## config.mk

```make
export PLATFORM = sky130hd
export DESIGN_NAME = fifo_sync_flat
export DESIGN_NICKNAME = d
export VERILOG_FILES = /design/src/rtl/fifo_sync_pkg.sv /design/src/rtl/fifo_sync_if.sv /design/src/rtl/fifo_sync_mem.sv /design/src/rtl/fifo_sync.sv /design/src/flat_wrapper.sv
export SDC_FILE = /design/constraint.sdc
export NUM_CORES = 1
export LEC_CHECK = 0
export BUFFER_PORTS_ARGS = -buffer_cell sky130_fd_sc_hd__buf_2
export CORE_MARGIN = 1.5
export CORE_UTILIZATION = 60
export CTS_CLUSTER_DIAMETER = 200
export DETAILED_ROUTE_END_ITERATION = 10
export GPL_TIMING_DRIVEN = 0
export PLACE_DENSITY = 0.81
export SLEW_MARGIN = 15
export SYNTH_ARGS = -nofsm -noshare
export SYNTH_HDL_FRONTEND = slang
export SYNTH_SLANG_ARGS = --single-unit
```

## constraint.sdc

```tcl
create_clock -name clk -period 6 [get_ports clk]
set_clock_uncertainty 0.2 [all_clocks]
set_input_delay 1.2 -clock clk [delete_from_list [all_inputs] [get_ports clk]]
set_output_delay 1.2 -clock clk [all_outputs]
set_load 0.02 [all_outputs]
```

## src/rtl/fifo_sync_pkg.sv

```systemverilog
// fifo_sync_pkg: shared definitions for the parametrised synchronous FIFO.
//   - fwft_mode_e : output mode selector values for the FWFT parameter
//   - ptr_w()     : pointer width for a given depth
//   - cnt_w()     : occupancy counter width (must represent 0..DEPTH)
//   - is_pow2()   : depth legality helper
package fifo_sync_pkg;

    typedef enum int unsigned {
        FWFT_STD       = 0,  // registered read data, 1-cycle latency
        FWFT_SHOWAHEAD = 1   // head word presented combinationally
    } fwft_mode_e;

    function automatic int unsigned ptr_w(input int unsigned depth);
        return (depth < 2) ? 1 : $clog2(depth);
    endfunction

    function automatic int unsigned cnt_w(input int unsigned depth);
        return $clog2(depth) + 1;
    endfunction

    function automatic bit is_pow2(input int unsigned depth);
        return (depth != 0) && ((depth & (depth - 1)) == 0);
    endfunction

endpackage

```

## src/rtl/fifo_sync_if.sv

```systemverilog
// fifo_sync_if: data/handshake/status bundle between a FIFO and its user.
//   master : user side   - drives flush, din, write, read; observes status
//   slave  : FIFO side   - drives dout, empty, full, almost_*, count, overflow, underflow
interface fifo_sync_if
    import fifo_sync_pkg::*;
#(
    parameter int unsigned WIDTH = 4,
    parameter int unsigned DEPTH = 8
);
    localparam int unsigned CW = cnt_w(DEPTH);

    logic             flush;
    logic [WIDTH-1:0] din;
    logic             write;
    logic             read;
    logic [WIDTH-1:0] dout;
    logic             empty;
    logic             full;
    logic             almost_empty;
    logic             almost_full;
    logic [CW-1:0]    count;
    logic             overflow;
    logic             underflow;

    modport master (
        output flush, din, write, read,
        input  dout, empty, full, almost_empty, almost_full, count, overflow, underflow
    );

    modport slave (
        input  flush, din, write, read,
        output dout, empty, full, almost_empty, almost_full, count, overflow, underflow
    );

endinterface

```

## src/rtl/fifo_sync_mem.sv

```systemverilog
// fifo_mem: DEPTH x WIDTH storage array for fifo_sync.
//   clk      - write clock
//   we_i     - write enable
//   waddr_i  - write address
//   wdata_i  - write data
//   raddr_i  - read address (asynchronous read)
//   rdata_o  - read data
// Contents are intentionally not reset.
module fifo_mem #(
    parameter int unsigned WIDTH = 4,
    parameter int unsigned DEPTH = 8,
    parameter int unsigned AW    = 3
) (
    input  logic             clk,
    input  logic             we_i,
    input  logic [AW-1:0]    waddr_i,
    input  logic [WIDTH-1:0] wdata_i,
    input  logic [AW-1:0]    raddr_i,
    output logic [WIDTH-1:0] rdata_o
);

    logic [WIDTH-1:0] mem_q [DEPTH];

    always_ff @(posedge clk) begin
        if (we_i) begin
            mem_q[waddr_i] <= wdata_i;
        end
    end

    assign rdata_o = mem_q[raddr_i];

endmodule

```

## src/rtl/fifo_sync.sv

```systemverilog
// fifo_sync: parametrised single-clock FIFO.
//   clk    - sole clock
//   clr_n  - synchronous active-low reset
//   bus    - fifo_sync_if.slave: flush/din/write/read in;
//            dout, empty, full, almost_empty, almost_full, count, overflow, underflow out
// Priority each edge: reset > flush > read/write. All status flags are registered
// and computed from the next-state count, so none has a combinational input path.
module fifo_sync
    import fifo_sync_pkg::*;
#(
    parameter int unsigned WIDTH    = 4,
    parameter int unsigned DEPTH    = 8,
    parameter int unsigned AF_LEVEL = 6,
    parameter int unsigned AE_LEVEL = 1,
    parameter int unsigned FWFT     = 0
) (
    input logic        clk,
    input logic        clr_n,
    fifo_sync_if.slave bus
);

    localparam int unsigned AW = ptr_w(DEPTH);
    localparam int unsigned CW = cnt_w(DEPTH);

    if (!is_pow2(DEPTH) || DEPTH < 2) begin : g_bad_depth
        $error("fifo_sync: DEPTH must be a power of 2 and >= 2");
    end
    if (!(AE_LEVEL < AF_LEVEL && AF_LEVEL <= DEPTH)) begin : g_bad_levels
        $error("fifo_sync: require AE_LEVEL < AF_LEVEL <= DEPTH");
    end
    if (WIDTH < 1) begin : g_bad_width
        $error("fifo_sync: WIDTH must be >= 1");
    end

    logic [AW-1:0]    wr_ptr_q, wr_ptr_d;
    logic [AW-1:0]    rd_ptr_q, rd_ptr_d;
    logic [CW-1:0]    count_q, count_d;
    logic             empty_q, full_q, ae_q, af_q, ovf_q, udf_q;
    logic             rd_ok, wr_ok;
    logic             mem_we;
    logic [WIDTH-1:0] mem_rdata;

    always_comb begin
        rd_ok    = bus.read & ~empty_q;
        // A write while full lands only because a same-edge read frees a slot.
        wr_ok    = bus.write & (~full_q | rd_ok);
        wr_ptr_d = wr_ok ? wr_ptr_q + AW'(1) : wr_ptr_q;
        rd_ptr_d = rd_ok ? rd_ptr_q + AW'(1) : rd_ptr_q;
        count_d  = count_q;
        if (wr_ok && !rd_ok) begin
            count_d = count_q + CW'(1);
        end else if (rd_ok && !wr_ok) begin
            count_d = count_q - CW'(1);
        end
    end

    // Storage must not be disturbed by a request on a reset or flush edge.
    assign mem_we = wr_ok & clr_n & ~bus.flush;

    always_ff @(posedge clk) begin
        if (!clr_n || bus.flush) begin
            wr_ptr_q <= '0;
            rd_ptr_q <= '0;
            count_q  <= '0;
            empty_q  <= 1'b1;
            full_q   <= 1'b0;
            ae_q     <= 1'b1;
            af_q     <= 1'b0;
            ovf_q    <= 1'b0;
            udf_q    <= 1'b0;
        end else begin
            wr_ptr_q <= wr_ptr_d;
            rd_ptr_q <= rd_ptr_d;
            count_q  <= count_d;
            empty_q  <= (count_d == '0);
            full_q   <= (count_d == CW'(DEPTH));
            ae_q     <= (count_d <= CW'(AE_LEVEL));
            af_q     <= (count_d >= CW'(AF_LEVEL));
            ovf_q    <= bus.write & ~wr_ok;
            udf_q    <= bus.read & ~rd_ok;
        end
    end

    fifo_mem #(
        .WIDTH (WIDTH),
        .DEPTH (DEPTH),
        .AW    (AW)
    ) u_mem (
        .clk     (clk),
        .we_i    (mem_we),
        .waddr_i (wr_ptr_q),
        .wdata_i (bus.din),
        .raddr_i (rd_ptr_q),
        .rdata_o (mem_rdata)
    );

    if (FWFT == FWFT_SHOWAHEAD) begin : g_fwft
        assign bus.dout = mem_rdata;
    end else begin : g_std
        logic [WIDTH-1:0] dout_q;
        // Flush keeps the last delivered word; only reset clears it.
        always_ff @(posedge clk) begin
            if (!clr_n) begin
                dout_q <= '0;
            end else if (!bus.flush && rd_ok) begin
                dout_q <= mem_rdata;
            end
        end
        assign bus.dout = dout_q;
    end

    assign bus.count        = count_q;
    assign bus.empty        = empty_q;
    assign bus.full         = full_q;
    assign bus.almost_empty = ae_q;
    assign bus.almost_full  = af_q;
    assign bus.overflow     = ovf_q;
    assign bus.underflow    = udf_q;

endmodule
```

## src/flat_wrapper.sv

```systemverilog
// flat-port wrapper written by rule: the top's interface ports become plain ports
module fifo_sync_flat import fifo_sync_pkg::*;
#(
    parameter int unsigned WIDTH    = 4,
    parameter int unsigned DEPTH    = 8,
    parameter int unsigned AF_LEVEL = 6,
    parameter int unsigned AE_LEVEL = 1,
    parameter int unsigned FWFT     = 0
)
  (clk, clr_n, bus_flush, bus_din, bus_write, bus_read, bus_dout, bus_empty, bus_full, bus_almost_empty, bus_almost_full, bus_count, bus_overflow, bus_underflow);
  fifo_sync_if #(.WIDTH(WIDTH), .DEPTH(DEPTH)) bus_i ();
  input logic clk;
  input logic clr_n;
  input wire logic [$bits(bus_i.flush)-1:0] bus_flush;
  input wire logic [$bits(bus_i.din)-1:0] bus_din;
  input wire logic [$bits(bus_i.write)-1:0] bus_write;
  input wire logic [$bits(bus_i.read)-1:0] bus_read;
  output wire logic [$bits(bus_i.dout)-1:0] bus_dout;
  output wire logic [$bits(bus_i.empty)-1:0] bus_empty;
  output wire logic [$bits(bus_i.full)-1:0] bus_full;
  output wire logic [$bits(bus_i.almost_empty)-1:0] bus_almost_empty;
  output wire logic [$bits(bus_i.almost_full)-1:0] bus_almost_full;
  output wire logic [$bits(bus_i.count)-1:0] bus_count;
  output wire logic [$bits(bus_i.overflow)-1:0] bus_overflow;
  output wire logic [$bits(bus_i.underflow)-1:0] bus_underflow;
  assign bus_i.flush = bus_flush;
  assign bus_i.din = bus_din;
  assign bus_i.write = bus_write;
  assign bus_i.read = bus_read;
  assign bus_dout = bus_i.dout;
  assign bus_empty = bus_i.empty;
  assign bus_full = bus_i.full;
  assign bus_almost_empty = bus_i.almost_empty;
  assign bus_almost_full = bus_i.almost_full;
  assign bus_count = bus_i.count;
  assign bus_overflow = bus_i.overflow;
  assign bus_underflow = bus_i.underflow;
  fifo_sync #(.WIDTH(WIDTH), .DEPTH(DEPTH), .AF_LEVEL(AF_LEVEL), .AE_LEVEL(AE_LEVEL), .FWFT(FWFT)) u_core (.clk(clk), .clr_n(clr_n), .bus(bus_i));
endmodule
```

* After elaboration in Yosys (flattened, before gate mapping) *
Memories as Yosys holds them, arrays and structs flattened. A register that Yosys moved wholly into a read port is not among the register bits.
Cells that the tools add are included.

word-level totals
  latch bits = 0
  memories kept = 1
  input bits = 9
  memory bits (writable) = 32
  output and inout bits = 14
  memory bits (read-only) = 0
  bits in registers = 16
  logic and storage cells = 43

memory list
  name                words  width  rd ports  clocked after memory_dff  wr ports  line                 text
  u_core.u_mem.mem_q  8      4      1         1                         1         fifo_sync_mem.sv:22  logic [WIDTH-1:0] mem_q [DEPTH];

operators by class
  eq/ne operators = 1
  bitwise operators = 12
  muxes and demuxes = 4
  reductions and logical operators = 10
  shift operators = 0
  $mul = 0
  div/mod/pow operators = 0
  magnitude comparators = 2
  add/sub/neg operators = 4

operator list
  kind                                                                    count
  4-bit two-way mux                                                       2
  3-bit by 1-bit adder with 3-bit output (second input constant)          2
  1-bit AND                                                               6
  1-bit zero test                                                         5
  1-bit inverter                                                          5
  4-bit by 1-bit adder with 4-bit output (second input constant)          1
  4-bit equality test (second input constant)                             1
  4-bit by 3-bit >= comparator with 1-bit output (second input constant)  1
  4-bit by 1-bit <= comparator with 1-bit output (second input constant)  1
  4-bit zero test                                                         1
  4-bit by 1-bit subtractor with 4-bit output (second input constant)     1
  1-bit logical AND                                                       3
  1-bit two-way mux                                                       2
  1-bit logical OR                                                        1
  1-bit bitwise OR                                                        1

* Longest topological paths before layout *
Gate-level depths: netlist of run 1.

  word-level depth = 9
  mapped depth = 7
  gate-level depth less buffers = 7

* Hierarchy *
Synthesis of run 1 repeated with hierarchy kept, for this count alone.

unflattened totals
  cells, all modules = 152
  area, all modules = 2174.6 µm²

modules (own cells, without submodules)
  module     area each (µm²)  seq. area each (µm²)  times used  cells an instance
  fifo_mem   1290.0           960.9                 1           59
  fifo_sync  884.6            400.4                 1           93

* Worst setup path before layout of run 1 *
OpenSTA, ideal clock, no wires.

  path kind = input port to flip-flop
  start point = input port bus_read
  end point = memory u_core.u_mem.mem_q[1][0] (enable)
  required time = 5.439 ns
  path buffers = 0
  cell stages on the path = 4
  path slack = 3.279 ns
  arrival = 2.160 ns
  setup time = 0.361 ns
  cells stage by stage = nand2b_1 -> a21boi_1 -> nand3_1 -> nor3_1

on the way
  cells in the longest elaborated chain, start to end = 7

ends and longest elaborated chain
  element                                  line                 text
  start: declaration                       flat_wrapper.sv:17   input wire logic [$bits(bus_i.read)-1:0] bus_read;
  1-bit AND                                fifo_sync.sv:44      rd_ok = bus.read & ~empty_q;
  1-bit bitwise OR                         fifo_sync.sv:46      wr_ok = bus.write & (~full_q | rd_ok);
  1-bit AND                                fifo_sync.sv:46
  1-bit AND (2 in series)                  fifo_sync.sv:58      assign mem_we = wr_ok & clr_n & ~bus.flush;
  1-bit two-way mux                        fifo_sync_mem.sv:25  if (we_i) begin
  1-bit two-way mux (implied by the code)  fifo_sync_mem.sv:26  mem_q[waddr_i] <= wdata_i;
  end: declaration                         fifo_sync_mem.sv:22

No other way between the ends.

* Worst setup path after layout of run 1 *
  start point = input port bus_read
  end point = memory u_core.u_mem.mem_q[1][2] (enable)

Same word-level chain as after synthesis.

==> results of run 1 <==
## per-stage QoR
| stage | util [%] | setup slack, ns | total power (uW) |
|---|---|---|---|
| floorplan | - | 3.28 | 424 |
| global placement | 67.7 | 2.79 | 437 |
| detailed placement | 67.7 | 2.66 | 440 |
| CTS | 69.7 | 3.06 | 597 |
| global route | 69.7 | 2.92 | 617 |
| finish | 69.7 | 3.07 | 596 |
## synth_stat cells (all sizes together)
library cell,instances
dfxtp,20
mux2i,6
mux2,2
clkbuf,3
nor3b,1
mux4,8
and3,1
xor2,3
and2,2
o21a,1
nor3,6
o22ai,1
nand3b,2
inv,3
ha,4
a21o,1
or3b,1
xnor2,3
nor2,13
edfxtp,32
buf,2
a21boi,1
a21oi,5
nand2,5
a211oi,1
o21ai,5
nand2b,6
and4,1
nor4,1
nor2b,2
nand3,2
## metal layers
layer | share of wire (%) | track usage [%]
met5 | 0 | 0
met4 | 1.2 | 6.67
met3 | 3.1 | 3.80
met2 | 52 | 37.8
met1 | 43 | 27.2
## area by class of cell
class / count / area share (%)
multi-input cells: 84 / 30.6
well taps: 46 / 2.46
repair buffers: 22 / 4.70
flip-flops and latches: 52 / 58.1
plain buffers: 5 / 0.908
clock buffers: 6 / 2.19
clock inverters: 2 / 0.587
inverters: 3 / 0.481
## flip-flops by register name, indices dropped and copies added, names as in the netlist
register                 count
u_core.bus.almost_empty      1
u_core.bus.almost_full       1
u_core.bus.count             4
u_core.bus.dout              4
u_core.bus.empty             1
u_core.bus.full              1
u_core.bus.overflow          1
u_core.bus.underflow         1
u_core.rd_ptr_q              3
u_core.u_mem.mem_q          32
u_core.wr_ptr_q              3
## power by group
group	switching [uW]	total [uW]	internal, uW
clock	106	165	58.2
combinational	25.9	43.3	17.4
sequential	4.29	388	384
total	137	596	460
## final timing paths
kind                               to  slack, ns  depth (start not counted)
min              u_core.bus.underflow       0.35                          1
max          u_core.u_mem.mem_q[1][2]       3.07                          5
max reg2reg  u_core.u_mem.mem_q[1][2]       3.55                          4
min reg2reg      u_core.bus.underflow       0.35                          1
## kinds of logic (layout without fill, tap and decap cells)
kind of cell	after synthesis	in the layout	share of synthesized area, %
buffers and inverters	8	38	1.54
muxes	16	16	12.6
DFF	52	52	64.5
adders and majority gates	4	4	2.37
AOI/OAI and AO/OA	15	15	4.09
xor gates and xnor gates	6	6	2.49
and+or+nand+nor	43	43	12.4
==> qor.txt, run 1 <==
Final Cycle Share: 48.9%
Syn Nets: 157
Synth warnings: 0
Post-Layout Cell Count: 220
CP bufs+invs: 1
# Post-CTS Setup Buffers: 0
Drt first pass iters: 4
Cell variety after synth: 35
Row count: 21
Final layout net count: 186
Area Growth Syn to Fin: 11.0%
Synth area leaders: edfxtp_1 (46%), dfxtp_1 (19%), mux4_2 (8.5%)
Slew headroom: 51.0%
Crit path largest cell delay: 0.61 ns
CP max-delay cell: nor3_1
Dpl cell area: 2280 sq um
Final instance area: 2340 sq um
Via count: 1196
CP Launch Type: primary input
Area of the multi-input gates: 717 sq um
Post-synthesis cell area: 2110 sq um
Leak Pwr: 0.000853 uW
I/O pins: 23
CP Class: in2reg
Drt total wl: 3660 microns
Die height: 62.3 microns
CTS Buf Count: 5
Post-cts repair resize count: 0
Final Setup Violations: 0
Outcome: finished, final reports clean
Root Buffer: clkbuf_4
Count of input and output buffers: 22
Global-route wire length before repair: 6110 microns
Routed len/inst: 16.7 microns
Die area: 3880 sq um
1st-iter DRT viols: 51
Crit-path cells: buf_2, nand2b_1, a21boi_1, nand3_1, nor3_1
Synth top area share: 45.5%
Initial antenna violation count: 0
N_diodes: 0
Peak Freq: 0.341 GHz
Crit. Startpoint: bus_read
Largest net degree at the start of global routing: 17
Mapped Avg Cell Area: 14.7 sq um
Commonest cells after routing, fill and taps aside: edfxtp_1 (32), buf_2 (24), dfxtp_1 (20), nor2_1 (13), mux4_2 (8)
Layout cell share with drive strength beyond 1: 27.6%
Vias in the first global route: 1246
Cells after Synth: 144
Max Cap Viol: 0
H-tree depth: 2
Min cycle time layout: 2.93 ns
Min Hold Slack: 0.351 ns
Routed Antenna Nets: 0
Final Hold Viols: 0
Family with the most delay on the worst path: simple AND/OR/NAND/NOR gates
Pwr dens: 254 nW/um^2
Clock transition at path regs: 0.14 ns
Post-synth top area cell: edfxtp_1
Drt drc: 0
Crit path max fanout: 5
RR Startpoint: u_core.bus.empty
Commonest non-fill, non-tap cell in the layout: edfxtp_1
Routability cong.: 0.798
Post-DP HPWL: 2780 microns
Critical Path RT: 5.81 ns
Worst hold path type: reg2reg
GRT Total Usage: 21.4%
RSZ-0062 raised after global routing: no
Initial Util: 62.8%
Min-delay src: u_core.bus.empty
Setup TNS: 0 ns
Via density: 5.44
Worst Setup End Kind: register
CP arrival: 2.75 ns
CTS Hold Buffers Added: 0
Flip-flop and latch area: 1360 sq um
Worst Tran Pin Value: 0.730 ns
Final max-slew violation count: 0
GRT overflow: 0
Clk Latency, worst-skew pair: 0.37 ns
Worst VDD drop: 0.000163 V
CTS max path bufs: 2
TritonCTS clock tree: built
Inst Count DP: 212
Post-synthesis sequential area ratio: 64.5%
# clock sinks: 52
# fillers: 277
Yosys reg bits: 52
Chip Width: 62.3 microns
Core area: 3360 sq um
Note: power is estimated with default switching activity, not from simulation.
==> run 2: changes to the inputs <==
Settings changed: ABC_AREA set to 1, CORE_UTILIZATION 60 to 52, PLACE_DENSITY 0.81 to 0.74.
Clock period 6 ns to 2.65 ns, I/O delays scaled along.
==> run 2 against run 1 <==
Effect of this change: final area rose by 8.8%; cell count grew 44%; largest cell class unchanged; synthesized area rose by 8.4%; sequential share of layout area is 4.7 points lower; core utilization shrank 7.7 points; non-clock buffer count stayed put; worst hold slack lost 0.084 ns; wire length rose by 9.5%; first-iteration DRC count grew 92%; critical path type is now reg2reg; clock power increased to 2.7 times the previous value; global-route usage is 3.6 points lower; worst setup slack lost 2.3 ns.
==> qor.txt, run 2 <==
Outcome: finished, final reports clean
Crit path largest cell delay: 0.37 ns (-0.24 ns)
Chip Width: 69.3 microns (+11%)
Yosys reg bits: 52 (unchanged)
Cells after Synth: 237 (+65%)
Crit-path cells: inv_2, nand2_4, nand2_1, nand2_1, inv_1, nand3_1, nor2_1
# clock sinks: 52 (unchanged)
Worst hold path type: reg2reg
Family with the most delay on the worst path: simple AND/OR/NAND/NOR gates
H-tree depth: 2 (unchanged)
CP Launch Type: register
TritonCTS clock tree: built
Routability cong.: 0.781 (-2.1%)
R2R setup slack: 0.75 ns (-2.80 ns)
CP max-delay cell: dfxtp_1
RSZ-0062 raised after global routing: no
Cell variety after synth: 25 (-29%)
CP dominant cell by count: nand2_1
Final instance area: 2550 sq um (+8.8%)
Min cycle time layout: 1.90 ns
Synth area leaders: edfxtp_1 (42%), dfxtp_1 (18%), nor2_1 (7.5%)
Count leader, synth: nor2_1
CP bufs+invs: 2 (+1)
I/O pins: 23 (unchanged)
Die height: 69.3 microns (+11%)
Max Cap Viol: 0 (unchanged)
Post-Layout Cell Count: 317 (+44%)
Area Growth Syn to Fin: 11.5%
Post-synthesis cell area: 2290 sq um (+8.4%)
Layout cell share with drive strength beyond 1: 22.5% (-5.1 points)
Post-synth top cells: nor2_1 (46), nand2_1 (33), edfxtp_1 (32)
Final Setup Violations: 0 (unchanged)
Synth top area share: 42.0% (-3.5 points)
Post-DP HPWL: 3050 microns (+9.8%)
GRT Total Usage: 17.8% (-3.6 points)
CTS Hold Buffers Added: 0 (unchanged)
Core area: 4120 sq um (+22%)
# Post-CTS Setup Buffers: 0 (unchanged)
Largest net degree at the start of global routing: 18 (+1)
Pwr dens: 565 nW/um^2 (+120%)
Global-route wire length before repair: 6690 microns (+9.5%)
Inst Count DP: 309 (+46%)
Initial Util: 55.6% (-7.2 points)
Number of flip-flops in the largest register: 32 (unchanged)
Largest reg by FF count: u_core.u_mem.mem_q
Die area: 4810 sq um (+24%)
Vias in the first global route: 1495 (+20%)
Final Cycle Share: 71.6%
N_diodes: 0 (unchanged)
Via count: 1636 (+37%)
Routed Antenna Nets: 0 (unchanged)
Syn Nets: 250 (+59%)
Routed len/inst: 12.7 microns (-24%)
Final layout net count: 279 (+50%)
Peak Freq: 0.527 GHz
Root Buffer: clkbuf_8
CTS Buf Count: 5 (unchanged)
Worst Setup End Kind: register
Post-cts repair resize count: 0 (unchanged)
Critical Path RT: 2.42 ns (-3.39 ns)
Clk Latency, worst-skew pair: 0.30 ns (-0.07 ns)
Drt total wl: 4010 microns (+9.5%)
GRT overflow: 0 (unchanged)
RR Startpoint: u_core.bus.empty
Post-synth ARST share: 0% (unchanged)
Leak Pwr: 0.00104 uW (+22%)
Main synth FF type: edfxtp_1
Synth warnings: 0 (unchanged)
Drt drc: 0 (unchanged)
Worst VDD drop: 0.000423 V (+160%)
CP Class: reg2reg
Crit. Startpoint: u_core.bus.empty
Setup TNS: 0 ns (unchanged)
Drt first pass iters: 4 (unchanged)
Mapped Avg Cell Area: 9.65 sq um (-34%)
Commonest non-fill, non-tap cell in the layout: nor2_1
Post-synth EDFFs: 32 (unchanged)
Dpl cell area: 2460 sq um (+8.0%)
Worst Tran Pin Value: 0.371 ns (-0.358 ns)
Clock transition at path regs: 0.10 ns (-0.04 ns)
Slew headroom: 75.2% (+24 points)
Via density: 5.16 (-5.1%)
Post-synth top area cell: edfxtp_1
Post-synthesis sequential area ratio: 59.5% (-5.0 points)
Crit path max fanout: 8 (+3)
Final max-slew violation count: 0 (unchanged)
Count of input and output buffers: 22 (unchanged)
# fillers: 348 (+26%)
Min-delay src: u_core.bus.dout[3]
Final Hold Viols: 0 (unchanged)
Initial antenna violation count: 0 (unchanged)
CTS max path bufs: 2 (unchanged)
CP arrival: 1.67 ns (-1.08 ns)
Row count: 23 (+9.5%)
1st-iter DRT viols: 98 (+92%)
Commonest cells after routing, fill and taps aside: nor2_1 (46), nand2_1 (33), edfxtp_1 (32), buf_2 (23)
==> run 2: final cells by class <==
cell class              count  area, sq um  area share [%]
well taps                  50         62.6            2.45
multi-input cells         157          797            31.3
clock inverters             3         21.3           0.834
clock buffers               5         68.8            2.70
repair buffers             22          110            4.32
plain buffers               5         42.5            1.67
inverters                  23         86.3            3.39
flip-flops and latches     52         1360            53.4
==> run 2: stage by stage <==
| step | worst slack, ns | util (%) | total power, uW | hold slack, ns |
|---|---|---|---|---|
| floorplan | 0.897 | - | 977 | 0.286 |
| global route | 0.594 | 62.0 | 1500 | 0.298 |
| CTS | 0.732 | 62.0 | 1460 | 0.267 |
| global placement | 0.553 | 59.8 | 1010 | 0.252 |
| detailed placement | 0.518 | 59.8 | 1010 | 0.252 |
| finish | 0.752 | 62.0 | 1440 | 0.268 |
==> run 2: final timing paths <==
check,endpoint,depth (start not counted)
hold / removal,u_core.bus.dout[3],2
hold reg to reg,u_core.bus.dout[3],2
setup / recovery,u_core.u_mem.mem_q[4][0],7
setup reg to reg,u_core.u_mem.mem_q[4][0],7
==> run 2: routing by layer <==
| layer | GRT usage [%] | up-vias | routed length, microns |
|---|---|---|---|
| met5 | 0 | - | 0 |
| met4 | 6.54 | 0 | 55 |
| met3 | 3.49 | 5 | 205 |
| met2 | 29.5 | 38 | 1930 |
| met1 | 23.3 | 750 | 1820 |
| li1 | - | 843 | - |
==> run 2: cell families (layout without fill, tap and decap cells) <==
logic type,Yosys count,in the layout,synth area share [%]
fa+ha+maj,4,4,2.19
compound gates,33,33,7.88
buf+inv,28,58,5.63
flops,52,52,59.5
xor+xnor,1,1,0.383
simple gates,119,119,24.4
==> run 2: worst min-delay path, cell delays in order (launching register included) <==
cell	delay [ns]
dfxtp_1	0.32
nand2_1	0.06
a21oi_1	0.05
==> run 2: where the power goes <==
| group | internal [uW] | leakage (uW) | switching (uW) |
|---|---|---|---|
| Clock | 188 | 0.0000445 | 258 |
| Combinational | 38.4 | 0.000544 | 79.6 |
| Sequential | 869 | 0.000451 | 8.69 |
